`config.mk`:
```
export PLATFORM = sky130hd
export DESIGN_NAME = cache_fill_fsm
export DESIGN_NICKNAME = d
export VERILOG_FILES = /design/src/rtl/cache_fill_fsm_pkg.sv /design/src/rtl/cache_fill_fsm_fill_counter.sv /design/src/rtl/cache_fill_fsm.sv
export SDC_FILE = /design/constraint.sdc
export NUM_CORES = 1
export LEC_CHECK = 0
export BUFFER_PORTS_ARGS = -buffer_cell sky130_fd_sc_hd__buf_2
export CORE_AREA = 2 2 66 68
export CTS_BUF_LIST = sky130_fd_sc_hd__clkbuf_2
export DETAILED_ROUTE_END_ITERATION = 7
export DIE_AREA = 0 0 68 70
export PLACE_DENSITY = 0.8
export SLEW_MARGIN = 20
export SYNTH_ARGS = -nofsm -noshare
export SYNTH_HDL_FRONTEND = slang
export SYNTH_HIERARCHICAL = 1
export SYNTH_SLANG_ARGS = --single-unit
```
`constraint.sdc`:
```
create_clock -name clk -period 2.55 [get_ports clk]
set_clock_uncertainty 0.05 [all_clocks]
set_input_delay 0.51 -clock clk [delete_from_list [all_inputs] [get_ports clk]]
set_output_delay 0.51 -clock clk [all_outputs]
set_load 0.01 [all_outputs]
```
`src/rtl/cache_fill_fsm_pkg.sv`:
```
// rtl/cache_fill_fsm_pkg.sv - shared constants and state encoding for the cache fill block
package cache_fill_fsm_pkg;

    localparam int DFLT_BLOCK_WORDS = 8;
    localparam int DFLT_ADDR_W      = 16;
    localparam int WORD_BYTES       = 2;
    localparam int OFFSET_BITS      = $clog2(DFLT_BLOCK_WORDS * WORD_BYTES);

    typedef enum logic {
        IDLE = 1'b0,
        FILL = 1'b1
    } fill_state_e;

    function automatic int offset_bits(input int block_words);
        return $clog2(block_words * WORD_BYTES);
    endfunction

endpackage

```
`src/rtl/cache_fill_fsm_fill_counter.sv`:
```
// rtl/cache_fill_fsm_fill_counter.sv - resettable up-counter with enable and terminal-count flag
module cache_fill_fsm_fill_counter #(
    parameter int WIDTH    = 4,
    parameter int TERMINAL = 8
) (
    input  logic             clk,
    input  logic             rst,
    input  logic             clr_i,
    input  logic             en_i,
    output logic [WIDTH-1:0] count_o,
    output logic             at_term_o
);

    logic [WIDTH-1:0] count_q;
    logic [WIDTH-1:0] count_d;

    always_comb begin
        count_d = count_q;
        if (clr_i) begin
            count_d = '0;
        end else if (en_i) begin
            count_d = count_q + 1'b1;
        end
    end

    always_ff @(posedge clk) begin
        if (rst) begin
            count_q <= '0;
        end else begin
            count_q <= count_d;
        end
    end

    assign count_o   = count_q;
    assign at_term_o = (count_q == WIDTH'(TERMINAL));

endmodule

```
`src/rtl/cache_fill_fsm.sv`:
```
// rtl/cache_fill_fsm.sv - cache miss handler: stalls the pipeline and streams one block from memory
module cache_fill_fsm
    import cache_fill_fsm_pkg::*;
#(
    parameter int BLOCK_WORDS = DFLT_BLOCK_WORDS,
    parameter int ADDR_W      = DFLT_ADDR_W
) (
    input  logic                           clk,
    input  logic                           rst,
    input  logic                           miss_detected,
    input  logic [ADDR_W-1:0]              miss_address,
    input  logic                           memory_valid,
    input  logic [15:0]                    memory_data_in,
    output logic                           fsm_busy,
    output logic                           mem_read_en,
    output logic [ADDR_W-1:0]              memory_address,
    output logic                           write_data_array,
    output logic [$clog2(BLOCK_WORDS)-1:0] cache_word,
    output logic [15:0]                    cache_data,
    output logic                           write_tag_array
);

    localparam int WORD_W = $clog2(BLOCK_WORDS);
    localparam int CNT_W  = WORD_W + 1;
    localparam int OFF_W  = offset_bits(BLOCK_WORDS);
    localparam int BYTE_SHIFT = $clog2(WORD_BYTES);
    localparam logic [ADDR_W-1:0] OFF_MASK = ADDR_W'((1 << OFF_W) - 1);

    fill_state_e state_q;
    fill_state_e state_d;

    logic [ADDR_W-1:0] base_q;
    logic [ADDR_W-1:0] addr_q;
    logic [WORD_W-1:0] word_q;

    logic [CNT_W-1:0]  issue_cnt;
    logic [CNT_W-1:0]  recv_cnt;
    logic              issue_done;
    logic              recv_last;

    logic              start;
    logic              rd;
    logic              wr;
    logic              last;
    logic [ADDR_W-1:0] issue_addr;

    assign start      = (state_q == IDLE) && miss_detected;
    assign rd         = (state_q == FILL) && !issue_done;
    assign wr         = (state_q == FILL) && memory_valid;
    assign last       = wr && recv_last;
    assign issue_addr = base_q + (ADDR_W'(issue_cnt) << BYTE_SHIFT);

    cache_fill_fsm_fill_counter #(
        .WIDTH    (CNT_W),
        .TERMINAL (BLOCK_WORDS)
    ) issue_cnt_u (
        .clk       (clk),
        .rst       (rst),
        .clr_i     (start),
        .en_i      (rd),
        .count_o   (issue_cnt),
        .at_term_o (issue_done)
    );

    cache_fill_fsm_fill_counter #(
        .WIDTH    (CNT_W),
        .TERMINAL (BLOCK_WORDS - 1)
    ) recv_cnt_u (
        .clk       (clk),
        .rst       (rst),
        .clr_i     (start),
        .en_i      (wr),
        .count_o   (recv_cnt),
        .at_term_o (recv_last)
    );

    always_ff @(posedge clk) begin
        if (rst) begin
            state_q <= IDLE;
        end else begin
            state_q <= state_d;
        end
    end

    always_comb begin
        state_d = state_q;
        case (state_q)
            IDLE:    if (miss_detected) state_d = FILL;
            FILL:    if (last)          state_d = IDLE;
            default: state_d = IDLE;
        endcase
    end

    // Address and word offset are held between strobes so the buses stay quiet when idle.
    always_ff @(posedge clk) begin
        if (rst) begin
            base_q <= '0;
            addr_q <= '0;
            word_q <= '0;
        end else begin
            if (start) base_q <= miss_address & ~OFF_MASK;
            if (rd)    addr_q <= issue_addr;
            if (wr)    word_q <= recv_cnt[WORD_W-1:0];
        end
    end

    always_comb begin
        fsm_busy         = 1'b0;
        mem_read_en      = rd;
        memory_address   = rd ? issue_addr : addr_q;
        write_data_array = wr;
        cache_word       = wr ? recv_cnt[WORD_W-1:0] : word_q;
        cache_data       = wr ? memory_data_in : 16'h0000;
        write_tag_array  = last;
        case (state_q)
            IDLE:    fsm_busy = miss_detected;
            FILL:    fsm_busy = 1'b1;
            default: fsm_busy = 1'b0;
        endcase
    end

endmodule

```
==> summary.txt, run 1 <==
Status
  • Status: complete, but fails checks
  • Failing checks: negative setup slack

STA
  • FMAX: around 390 MHz
  • Final setup violation count: 1
  • Setup WS post-layout: -0.00997 ns
  • RSZ-0062 raised after global routing: yes
  • Minimum clock period: ~2.6 ns
  • Fin crit share: 1.00
  • Final Hold Viols: 0
  • Worst Max-Slew Pin Slew: between 0.4 and 0.5 ns
  • Slew margin rel.: 0.680
  • Slew Viols, Final: 0

Clock tree
  • CTS tree: done
  • Hold_buf cts: 0
  • H-tree depth: 2
  • CTS Root Cell: clkbuf_2
  • CTS Sinks: 40
  • Clk_lat worst skew: 0.38 ns
  • Reg clk slew, reported paths: approximately 0.2 ns
  • Clock tree buffer depth: 2
  • Inserted Clock Buffers: 5

Floorplanning
  • DIE AREA: between 4000 and 5000 sq um
  • Initial Util: 0.470
  • Std cell rows: 24
  • CORE AREA: slightly above 4000 sq um
  • I/O pin count: 75
  • DIE HEIGHT: 70 um
  • Width of the die: a little under 70 um

Synthesis
  • Sequential element share of the synthesized area: 0.412
  • Syn_nets: approximately 270
  • Post-synth EDFFs: 0
  • Synth warn: 6
  • Cell variety after synth: 40
  • Async SR Flop Fraction: 0
  • Top FF cell, synth: dfxtp_1
  • Synthesized area per cell: around 8.6 sq um
  • Synth Register Bits: 40
  • Mapped cell area: ~1900 sq um
  • Mapped Cells: about 230

Layout
  • Layout cells sized above 1: 0.429
  • # diodes: 0
  • Non-filler cells, final: approximately 360
  • P&R area growth vs syn: 39.5%
  • Layout fillers: around 340
  • Nets: 353
  • Final Core Density: 0.655

Critical path
  • Reg-to-Reg Start: issue_cnt_u/count_o[0]$_SDFFE_PP0P_
  • Register-to-register setup slack: between 0.4 and 0.5 ns
  • Worst EP required: approximately 2.0 ns
  • Crit end category: primary output
  • Crit path kind: reg -> out
  • RR Endpoint: issue_cnt_u/count_o[3]$_SDFFE_PP0P_
  • Crit path DAT: approximately 2 ns
  • Worst-path maximum fanout: 5
  • Startpoint Class: flop
  • Worst Reg-to-Reg Cells: 9

Power
  • Lkg Pwr: 0.00127 uW
  • Pwr dens: 433 nW/um^2
  • Worst vdd ir: just over 0.0002 V

Flow run
  • Max-Cap Viols: 0

Global routing
  • Largest net degree at the start of global routing: 24
  • Congestion Overflow GR: 0
  • Gr usage total: 0.214
  • Antenna violations before repair: 0
  • Vias in the first global route: approximately 1800
  • First-pass GRT wire length: 7.94 mm

Min path
  • Hold path cells: 3
  • Hold Path End: base_q[15]$_SDFFE_PP0P_
  • Hold_sp: miss_address[15]
  • Path type of the worst min-delay path: in -> reg

Drt
  • DRT Pass-1 Iters: 5
  • Wire per inst: 14.1 um
  • Vias per cell: 5.44
  • DRC viols: 0
  • Initial DRC Count: 96
  • Total wire length: between 5 and 6 mm
  • Vias after detailed routing: about 2000
  • Antenna-violating nets left: 0

Placement
  • Post-Place Setup Slack: 0.204 ns
  • DP Cell Count: approximately 350
  • GP Congestion: just under 0.8
  • Port buffer count: 70
  • Placed wire-length estimate: about 3.4 mm
what timing repair did:
action,in CTS,in global routing
cloned,1,0
endpoints found under the setup margin,15,15
pin swaps,4,8
setup buffers,3,8
resized for setup,28,17
cell usage after synthesis, drive strengths merged, types with 3 or more instances:
cell type / n / area share
nor2b: 9 / 0.029
inv: 9 / 0.017
nor4: 6 / 0.019
nor2: 15 / 0.029
nand2: 28 / 0.054
o31ai: 3 / 0.012
a311oi: 5 / 0.023
nor3b: 3 / 0.012
dfxtp: 40 / 0.41
clkbuf: 8 / 0.015
nor3: 5 / 0.013
a21oi: 17 / 0.044
a31oi: 4 / 0.013
or4: 3 / 0.014
mux2: 10 / 0.058
or2: 3 / 0.0096
a211oi: 3 / 0.012
buf: 4 / 0.0096
nand3: 4 / 0.017
and3: 18 / 0.058
xnor2: 4 / 0.018
ha: 5 / 0.032
nand4: 5 / 0.019
worst max-delay path, stage by stage (launching register included):
cell and delay (ns):
dfxtp_2 0.38, inv_2 0.05, ha_2 0.17, and3b_1 0.16, nand2b_4 0.19, buf_8 0.16, a311oi_4 0.26, nor3_1 0.09
buf_2 0.15
power breakdown:
part           internal (uW)  switching (uW)
combinational            109             131
clock                   56.6             197
sequential               653            28.4
flip-flops by register name, indices dropped and copies added (netlist names):
register and cells:
addr_q 16, base_q 12, issue_cnt_u/count_o 4, recv_cnt_u/count_o 4, word_q 3, state_q 1
how the worst max path moves through the flow:
stage | start | end | depth (start not counted)
6_report | issue_cnt_u/count_o[0]$_SDFFE_PP0P_ | memory_address[10] | 8
5_1_grt | base_q[4]$_SDFFE_PP0P_ | memory_address[10] | 8
4_1_cts | base_q[4]$_SDFFE_PP0P_ | memory_address[15] | 5
3_5_place_dp | issue_cnt_u/count_o[1]$_SDFFE_PP0P_ | memory_address[4] | 7
3_3_place_gp | issue_cnt_u/count_o[3]$_SDFFE_PP0P_ | memory_address[12] | 7
2_1_floorplan | issue_cnt_u/count_o[0]$_SDFFE_PP0P_ | memory_address[13] | 8
area by class of cell:
class                           count  area, sq um  area share
Sequential cell                    40          816       0.301
Clock buffer                        5         25.0     0.00922
Multi-Input combinational cell    165         1220       0.449
Inverter                            9         46.3      0.0171
Tap cell                           52         65.1      0.0240
Timing Repair Buffer               90          528       0.195
Timing Repair inverter              1         7.51     0.00277
Clock inverter                      2         7.51     0.00277
kinds of logic after synthesis:
logic type,Yosys count,share of synthesized area
multiplexers,12,0.0682
flip-flops,40,0.412
AO/OA/AOI/OAI,37,0.125
AND/OR/NAND/NOR,106,0.298
buffers and inverters,21,0.0424
adder cells (fa/ha/maj),5,0.0322
XOR/XNOR,5,0.0225
stage by stage:
| stage | hold WS, ns | instance area, sq um | total power (uW) | TNS (ns) |
|---|---|---|---|---|
| final | 0.267 | 2710 | 1180 | -0.00997 |
| after global routing | 0.252 | 2710 | 1230 | -0.580 |
| after floorplan | 0.391 | 1950 | 809 | 0 |
| after global placement | 0.401 | 2390 | 894 | 0 |
| after detailed placement | 0.410 | 2390 | 902 | 0 |
| after CTS | 0.254 | 2580 | 1170 | 0 |
routing by layer:
layer / global-route usage / up-vias / share of wire
met5: 0 / - / 0
met4: 0.0733 / 0 / 0.020
met3: 0.0548 / 11 / 0.071
met2: 0.383 / 81 / 0.53
met1: 0.238 / 908 / 0.38
li1: - / 980 / -
layout by cell type (no fill, tap or decap), types with 3 or more instances in the layout:
cell,n
nand4_1,4
nor2_1,12
nor3_1,4
buf_2,70
xnor2_1,4
a311oi_1,4
a31oi_1,4
or2_2,3
clkbuf_2,5
dfxtp_1,32
and3_1,18
nor4_1,3
nor3b_1,3
nand2_1,28
dfxtp_2,6
nor4_4,3
mux2_2,4
a21oi_1,17
inv_1,7
buf_4,16
a211oi_1,3
nor2b_1,9
mux2_1,6
No activity file was read; power rests on OpenSTA's default activity.
==> inputs of run 2 (changes only) <==
CELL_PAD_IN_SITES_DETAIL_PLACEMENT = 1   (was unset)
CELL_PAD_IN_SITES_GLOBAL_PLACEMENT = 1   (was unset)
CORE_AREA = 2 2 71 86   (was 2 2 66 68)
DIE_AREA = 0 0 73 88   (was 0 0 68 70)
HOLD_SLACK_MARGIN = 0.12   (was unset)
==> summary.txt, run 2 (same netlist as run 1, synthesis figures left out) <==
Status
  • Status: complete, but fails checks (unchanged)
  • Failing checks: negative setup slack (unchanged)

Floorplanning
  • CORE AREA: 5590 sq um (was 4140 sq um)
  • DIE AREA: 6420 sq um (was 4760 sq um)
  • I/O pin count: 75 (unchanged)
  • Initial Util: 0.348 (was 0.470)
  • Std cell rows: 30 (was 24)
  • DIE HEIGHT: 88 um (was 70 um)
  • Width of the die: 73 um (was 68 um)

Drt
  • Wire per inst: 15.1 um (was 14.1 um)
  • Vias after detailed routing: 1979 (was 1980)
  • DRT Pass-1 Iters: 4 (was 5)
  • Vias per cell: 5.33 (was 5.44)
  • Initial DRC Count: 54 (was 96)
  • DRC viols: 0 (unchanged)
  • Total wire length: 5.58 mm (was 5.13 mm)
  • Antenna-violating nets left: 0 (unchanged)

Global routing
  • Gr usage total: 0.177 (was 0.214)
  • Vias in the first global route: 2011 (was 1788)
  • Largest net degree at the start of global routing: 39 (was 24)
  • First-pass GRT wire length: 8.89 mm (was 7.94 mm)
  • Congestion Overflow GR: 0 (unchanged)
  • Antenna violations before repair: 0 (unchanged)

Critical path
  • Worst EP required: 1.99 ns (about the same)
  • Crit path DAT: 2.05 ns (was 2.00 ns)
  • Worst-path maximum fanout: 5 (unchanged)
  • Crit end category: primary output (unchanged)
  • Startpoint Class: flop (unchanged)
  • Crit path kind: reg -> out (unchanged)

Layout
  • Layout fillers: 669 (was 337)
  • Max reg flops: 16 (unchanged)
  • Most frequent cells in the layout: buf_2 (65), dfxtp_1 (32), nand2_1 (28) (was buf_2 (70), dfxtp_1 (32), nand2_1 (28))
  • Reg with most FFs: addr_q (unchanged)
  • Commonest non-fill, non-tap cell in the layout: buf_2 (unchanged)
  • # diodes: 0 (unchanged)
  • Layout cells sized above 1: 0.427 (was 0.429)
  • Largest registers: addr_q: 16 flops, base_q: 12 flops (unchanged)
  • Nets: 347 (was 353)
  • Non-filler cells, final: 371 (was 364)
  • P&R area growth vs syn: 40.8% (was 39.5%)

Power
  • Clock group share of total power: 0.289 (was 0.215)
  • Int Pwr: 946 uW (was 820 uW)
  • Switch Pwr: 367 uW (was 357 uW)
  • Share of power burned in registers: 0.517 (was 0.580)
  • Switching Share: 0.279 (was 0.303)
  • Pwr dens: 479 nW/um^2 (was 433 nW/um^2)
  • Comb power frac: 0.195 (was 0.205)
  • Worst vdd ir: 0.000176 V (was 0.000201 V)
  • Lkg Pwr: 0.00127 uW (about the same)

Clock tree
  • Hold_buf cts: 0 (unchanged)
  • CTS Sinks: 40 (unchanged)
  • Clk_lat worst skew: 0.38 ns (about the same)
  • H-tree depth: 2 (unchanged)
  • Clock tree buffer depth: 2 (unchanged)
  • CTS Root Cell: clkbuf_2 (unchanged)
  • Reg clk slew, reported paths: 0.21 ns (was 0.20 ns)
  • CTS tree: done (unchanged)
  • Inserted Clock Buffers: 5 (unchanged)

Placement
  • Post-Place Setup Slack: 0.0626 ns (was 0.204 ns)
  • Port buffer count: 70 (unchanged)
  • GP Congestion: 0.727 (was 0.795)
  • Placed wire-length estimate: 3.86 mm (was 3.40 mm)
  • DP Cell Count: 355 (was 345)

Min path
  • Path type of the worst min-delay path: in -> reg (unchanged)

STA
  • Final Hold Viols: 0 (unchanged)
  • Final setup violation count: 2 (was 1)
  • FMAX: 383 MHz (was 391 MHz)
  • Fin crit share: 1.02 (was 1.00)
  • Slew Viols, Final: 0 (unchanged)
  • Worst Max-Slew Pin Slew: 0.737 ns (was 0.479 ns)
  • Minimum clock period: 2.61 ns (was 2.56 ns)
  • RSZ-0062 raised after global routing: yes (unchanged)
  • Setup WS post-layout: -0.0595 ns (was -0.00997 ns)
  • Slew margin rel.: 0.509 (was 0.680)

Flow run
  • Max-Cap Viols: 0 (unchanged)
[run 2: layout make-up]
| class | instances | area, sq um | share of cell area |
|---|---|---|---|
| multi-input cells | 165 | 1180 | 0.432 |
| flip-flops and latches | 40 | 811 | 0.296 |
| repair buffers | 85 | 561 | 0.205 |
| well taps | 64 | 80.1 | 0.0292 |
| inverters | 9 | 38.8 | 0.0142 |
| clock inverters | 2 | 35.0 | 0.0128 |
| clock buffers | 6 | 30.0 | 0.0110 |
[run 2: final timing paths]
check                                                          from                                  end  slack [ns]  cells after the start
worst max-delay path            issue_cnt_u/count_o[3]$_SDFFE_PP0P_                    memory_address[9]       -0.06                      6
worst min-delay path                               miss_address[14]              base_q[14]$_SDFFE_PP0P_        0.27                      3
worst max register to register  issue_cnt_u/count_o[0]$_SDFFE_PP0P_  issue_cnt_u/count_o[3]$_SDFFE_PP0P_        0.59                     10
worst min register to register               base_q[4]$_SDFFE_PP0P_               base_q[4]$_SDFFE_PP0P_        0.44                      2
[run 2: metal layers]
layer / routed length [um] / up-vias / GRT usage / part of all wire
met5: 0 / - / 0 / 0
met4: 41 / 0 / 0.0505 / 0.0073
met3: 268 / 4 / 0.0414 / 0.048
met2: 3020 / 63 / 0.342 / 0.54
met1: 2250 / 949 / 0.186 / 0.40
li1: - / 963 / - / -
[run 2: what timing repair did]
| action | 4_1_cts | 5_1_grt |
|---|---|---|
| setup endpoints to repair | 16 | 15 |
| pin swaps | 7 | 3 |
| buffers inserted | 4 | 2 |
| resized for setup | 36 | 11 |
| cloned | 1 | 1 |
[run 2: power groups by stage]
| stage | clock network (uW) | registers, uW | logic [uW] |
|---|---|---|---|
| floorplan | 0 | 682 | 128 |
| global placement | 0 | 686 | 204 |
| detailed placement | 0 | 688 | 212 |
| CTS | 399 | 678 | 244 |
| global route | 423 | 683 | 284 |
| finish | 379 | 678 | 256 |
[run 2: critical path, stage by stage, from the launching register on]
cell and delay, ns:
dfxtp_2 0.40, ha_4 0.17, nand4_2 0.19, buf_4 0.22
or3_1 0.33, a31oi_1 0.19, buf_2 0.16
[run 2: per-stage QoR]
stage               utilization  total power (uW)  cell area (sq um)  setup TNS (ns)  hold slack [ns]
global route              0.490              1390               2740           -1.22            0.224
floorplan                     -               809               1950               0            0.391
finish                    0.490              1310               2740         -0.0651            0.269
detailed placement        0.426               900               2380               0            0.412
CTS                       0.474              1320               2650          -0.175            0.236
global placement          0.426               891               2380               0            0.404
==> inputs of run 3 (changes only) <==
CAP_MARGIN = 20   (was unset)
clock period = 3 ns   (was 2.55 ns; I/O delays follow)
==> summary.txt, run 3 (same netlist as run 1, synthesis figures left out) <==
Clock tree
  • CTS Root Cell: clkbuf_2 (unchanged)
  • CTS tree: done (unchanged)
  • Clk_lat worst skew: 0.41 ns (was 0.38 ns)
  • Inserted Clock Buffers: 5 (unchanged)
  • Hold_buf cts: 0 (unchanged)
  • Clock tree buffer depth: 2 (unchanged)
  • CTS Sinks: 40 (unchanged)
  • H-tree depth: 2 (unchanged)
  • Reg clk slew, reported paths: 0.21 ns (about the same)

Layout
  • Reg with most FFs: addr_q (unchanged)
  • Commonest non-fill, non-tap cell in the layout: buf_2 (unchanged)
  • Nets: 339 (was 347)
  • Most frequent cells in the layout: buf_2 (70), dfxtp_1 (36), nand2_1 (28) (was buf_2 (65), dfxtp_1 (32), nand2_1 (28))
  • P&R area growth vs syn: 28.0% (was 40.8%)
  • Largest registers: addr_q: 16 flops, base_q: 12 flops (unchanged)
  • Layout cells sized above 1: 0.355 (was 0.427)
  • Max reg flops: 16 (unchanged)
  • Layout fillers: 710 (was 669)
  • Final Core Density: 0.445 (was 0.490)
  • # diodes: 0 (unchanged)

STA
  • Slew Viols, Final: 0 (unchanged)
  • Worst Max-Slew Pin Slew: 0.542 ns (was 0.737 ns)
  • Minimum clock period: roughly 2.8 ns
  • Slew margin rel.: 0.638 (was 0.509)
  • Final setup violation count: 0 (was 2)
  • FMAX: approximately 360 MHz
  • RSZ-0062 raised after global routing: no (was yes)
  • Final Hold Viols: 0 (unchanged)
  • Total Neg Setup Slack: 0 ns (was -0.0651 ns)
  • Fin crit share: 0.936

Drt
  • Vias per cell: 5.28 (was 5.33)
  • Wire per inst: 13.8 um (was 15.1 um)
  • DRT Pass-1 Iters: 4 (unchanged)
  • Met1 WL: 2.00 mm (was 2.25 mm)
  • Top Metal Used: met4 (unchanged)
  • Met3 WL: 302 um (was 268 um)
  • Antenna-violating nets left: 0 (unchanged)
  • Vias after detailed routing: 1917 (was 1979)
  • Initial DRC Count: 46 (was 54)
  • Met2 wire len: 2.64 mm (was 3.02 mm)
  • DRC viols: 0 (unchanged)
  • Total wire length: 5.03 mm (was 5.58 mm)

Global routing
  • Gr usage total: 0.162 (was 0.177)
  • First-pass GRT wire length: 8.16 mm (was 8.89 mm)
  • Antenna violations before repair: 0 (unchanged)
  • Largest net degree at the start of global routing: 27 (was 39)
  • Vias in the first global route: 1893 (was 2011)
  • Congestion Overflow GR: 0 (unchanged)

Critical path
  • Crit path kind: reg -> out (unchanged)
  • Startpoint Class: flop (unchanged)
  • CP max-delay cell: or4_4 (was dfxtp_2)
  • Crit path DAT: 2.16 ns (was 2.05 ns)
  • Critical Path, Cell by Cell: ha_2 > ha_4 > nand3_2 > or4_4 > a31oi_1 > buf_2 (was ha_4 > nand4_2 > buf_4 > or3_1 > a31oi_1 > buf_2)
  • Critical path buffers and inverters: 1 (was 2)
  • Slowest stage delay, CP: 0.54 ns (was 0.40 ns)
  • Crit end category: primary output (unchanged)
  • Worst-path maximum fanout: 5 (unchanged)
  • Worst EP required: 2.35 ns (was 1.99 ns)
  • CP delay by family, top: simple AND/OR/NAND/NOR gates (unchanged)

Floorplanning
  • DIE HEIGHT: 88 um (unchanged)
  • I/O pin count: 75 (unchanged)
  • Initial Util: 0.348 (unchanged)
  • CORE AREA: 5590 sq um (unchanged)
  • Std cell rows: 30 (unchanged)
  • DIE AREA: 6420 sq um (unchanged)
  • Width of the die: 73 um (unchanged)

Placement
  • Port buffer count: 70 (unchanged)
  • GP Congestion: 0.721 (was 0.727)
  • Placed wire-length estimate: 3.80 mm (was 3.86 mm)

Flow run
  • Max-Cap Viols: 0 (unchanged)

Min path
  • Path type of the worst min-delay path: in -> reg (unchanged)

Power
  • Worst vdd ir: 0.000134 V (was 0.000176 V)
  • Pwr dens: 435 nW/um^2 (was 479 nW/um^2)
  • Lkg Pwr: 0.00117 uW (was 0.00127 uW)

Status
  • Status: finished clean (was complete, but fails checks)
==> run 3: what timing repair did <==
item / CTS / global route
resized for setup: 5 / 9
setup buffers: 0 / 1
endpoints found under the setup margin: 13 / 7
==> run 3: cell type report <==
class	instances	area [sq um]	area share
clock inverter	2	35.0	0.0141
sequential	40	808	0.325
timing repair buffer	77	410	0.165
clock buffer	6	30.0	0.0121
tap	64	80.1	0.0322
multi-input combinational	165	1090	0.438
inverter	9	36.3	0.0146
==> run 3: stage by stage <==
step	instance area [sq um]	hold slack (ns)	std cells	setup slack (ns)	power, uW
floorplan	1950	0.391	226	0.421	688
global placement	2370	0.404	354	0.445	757
detailed placement	2370	0.417	354	0.359	765
CTS	2450	0.307	362	0.00388	1100
global route	2490	0.299	363	0.0225	1160
finish	2490	0.340	363	0.192	1080
==> run 3: worst register-to-register path, stage by stage (launching register included) <==
cell and delay [ns]:
dfxtp_1 0.38, buf_4 0.20, nand2b_1 0.15, buf_4 0.17, inv_1 0.42, nor3b_1 0.11, mux2_1 0.30
==> run 3: worst paths after layout <==
kind / from / endpoint / slack, ns / cells past startpoint
setup / recovery: issue_cnt_u/count_o[3]$_SDFFE_PP0P_ / memory_address[14] / 0.19 / 6
hold / removal: miss_address[13] / base_q[13]$_SDFFE_PP0P_ / 0.34 / 3
setup reg to reg: state_q$_SDFF_PP0_ / recv_cnt_u/count_o[3]$_SDFFE_PP0P_ / 1.14 / 6
hold reg to reg: base_q[4]$_SDFFE_PP0P_ / base_q[4]$_SDFFE_PP0P_ / 0.43 / 2
==> run 3: layer usage <==
metal,track usage,up-vias
li1,-,951
met4,0.0606,0
met2,0.304,61
met1,0.170,899
met3,0.0426,6
met5,0,-
==> run 3: power breakdown <==
group / switching [uW] / internal [uW]
Sequential: 20.1 / 556
Clock: 185 / 143
Combinational: 100 / 79.7
Total: 305 / 779
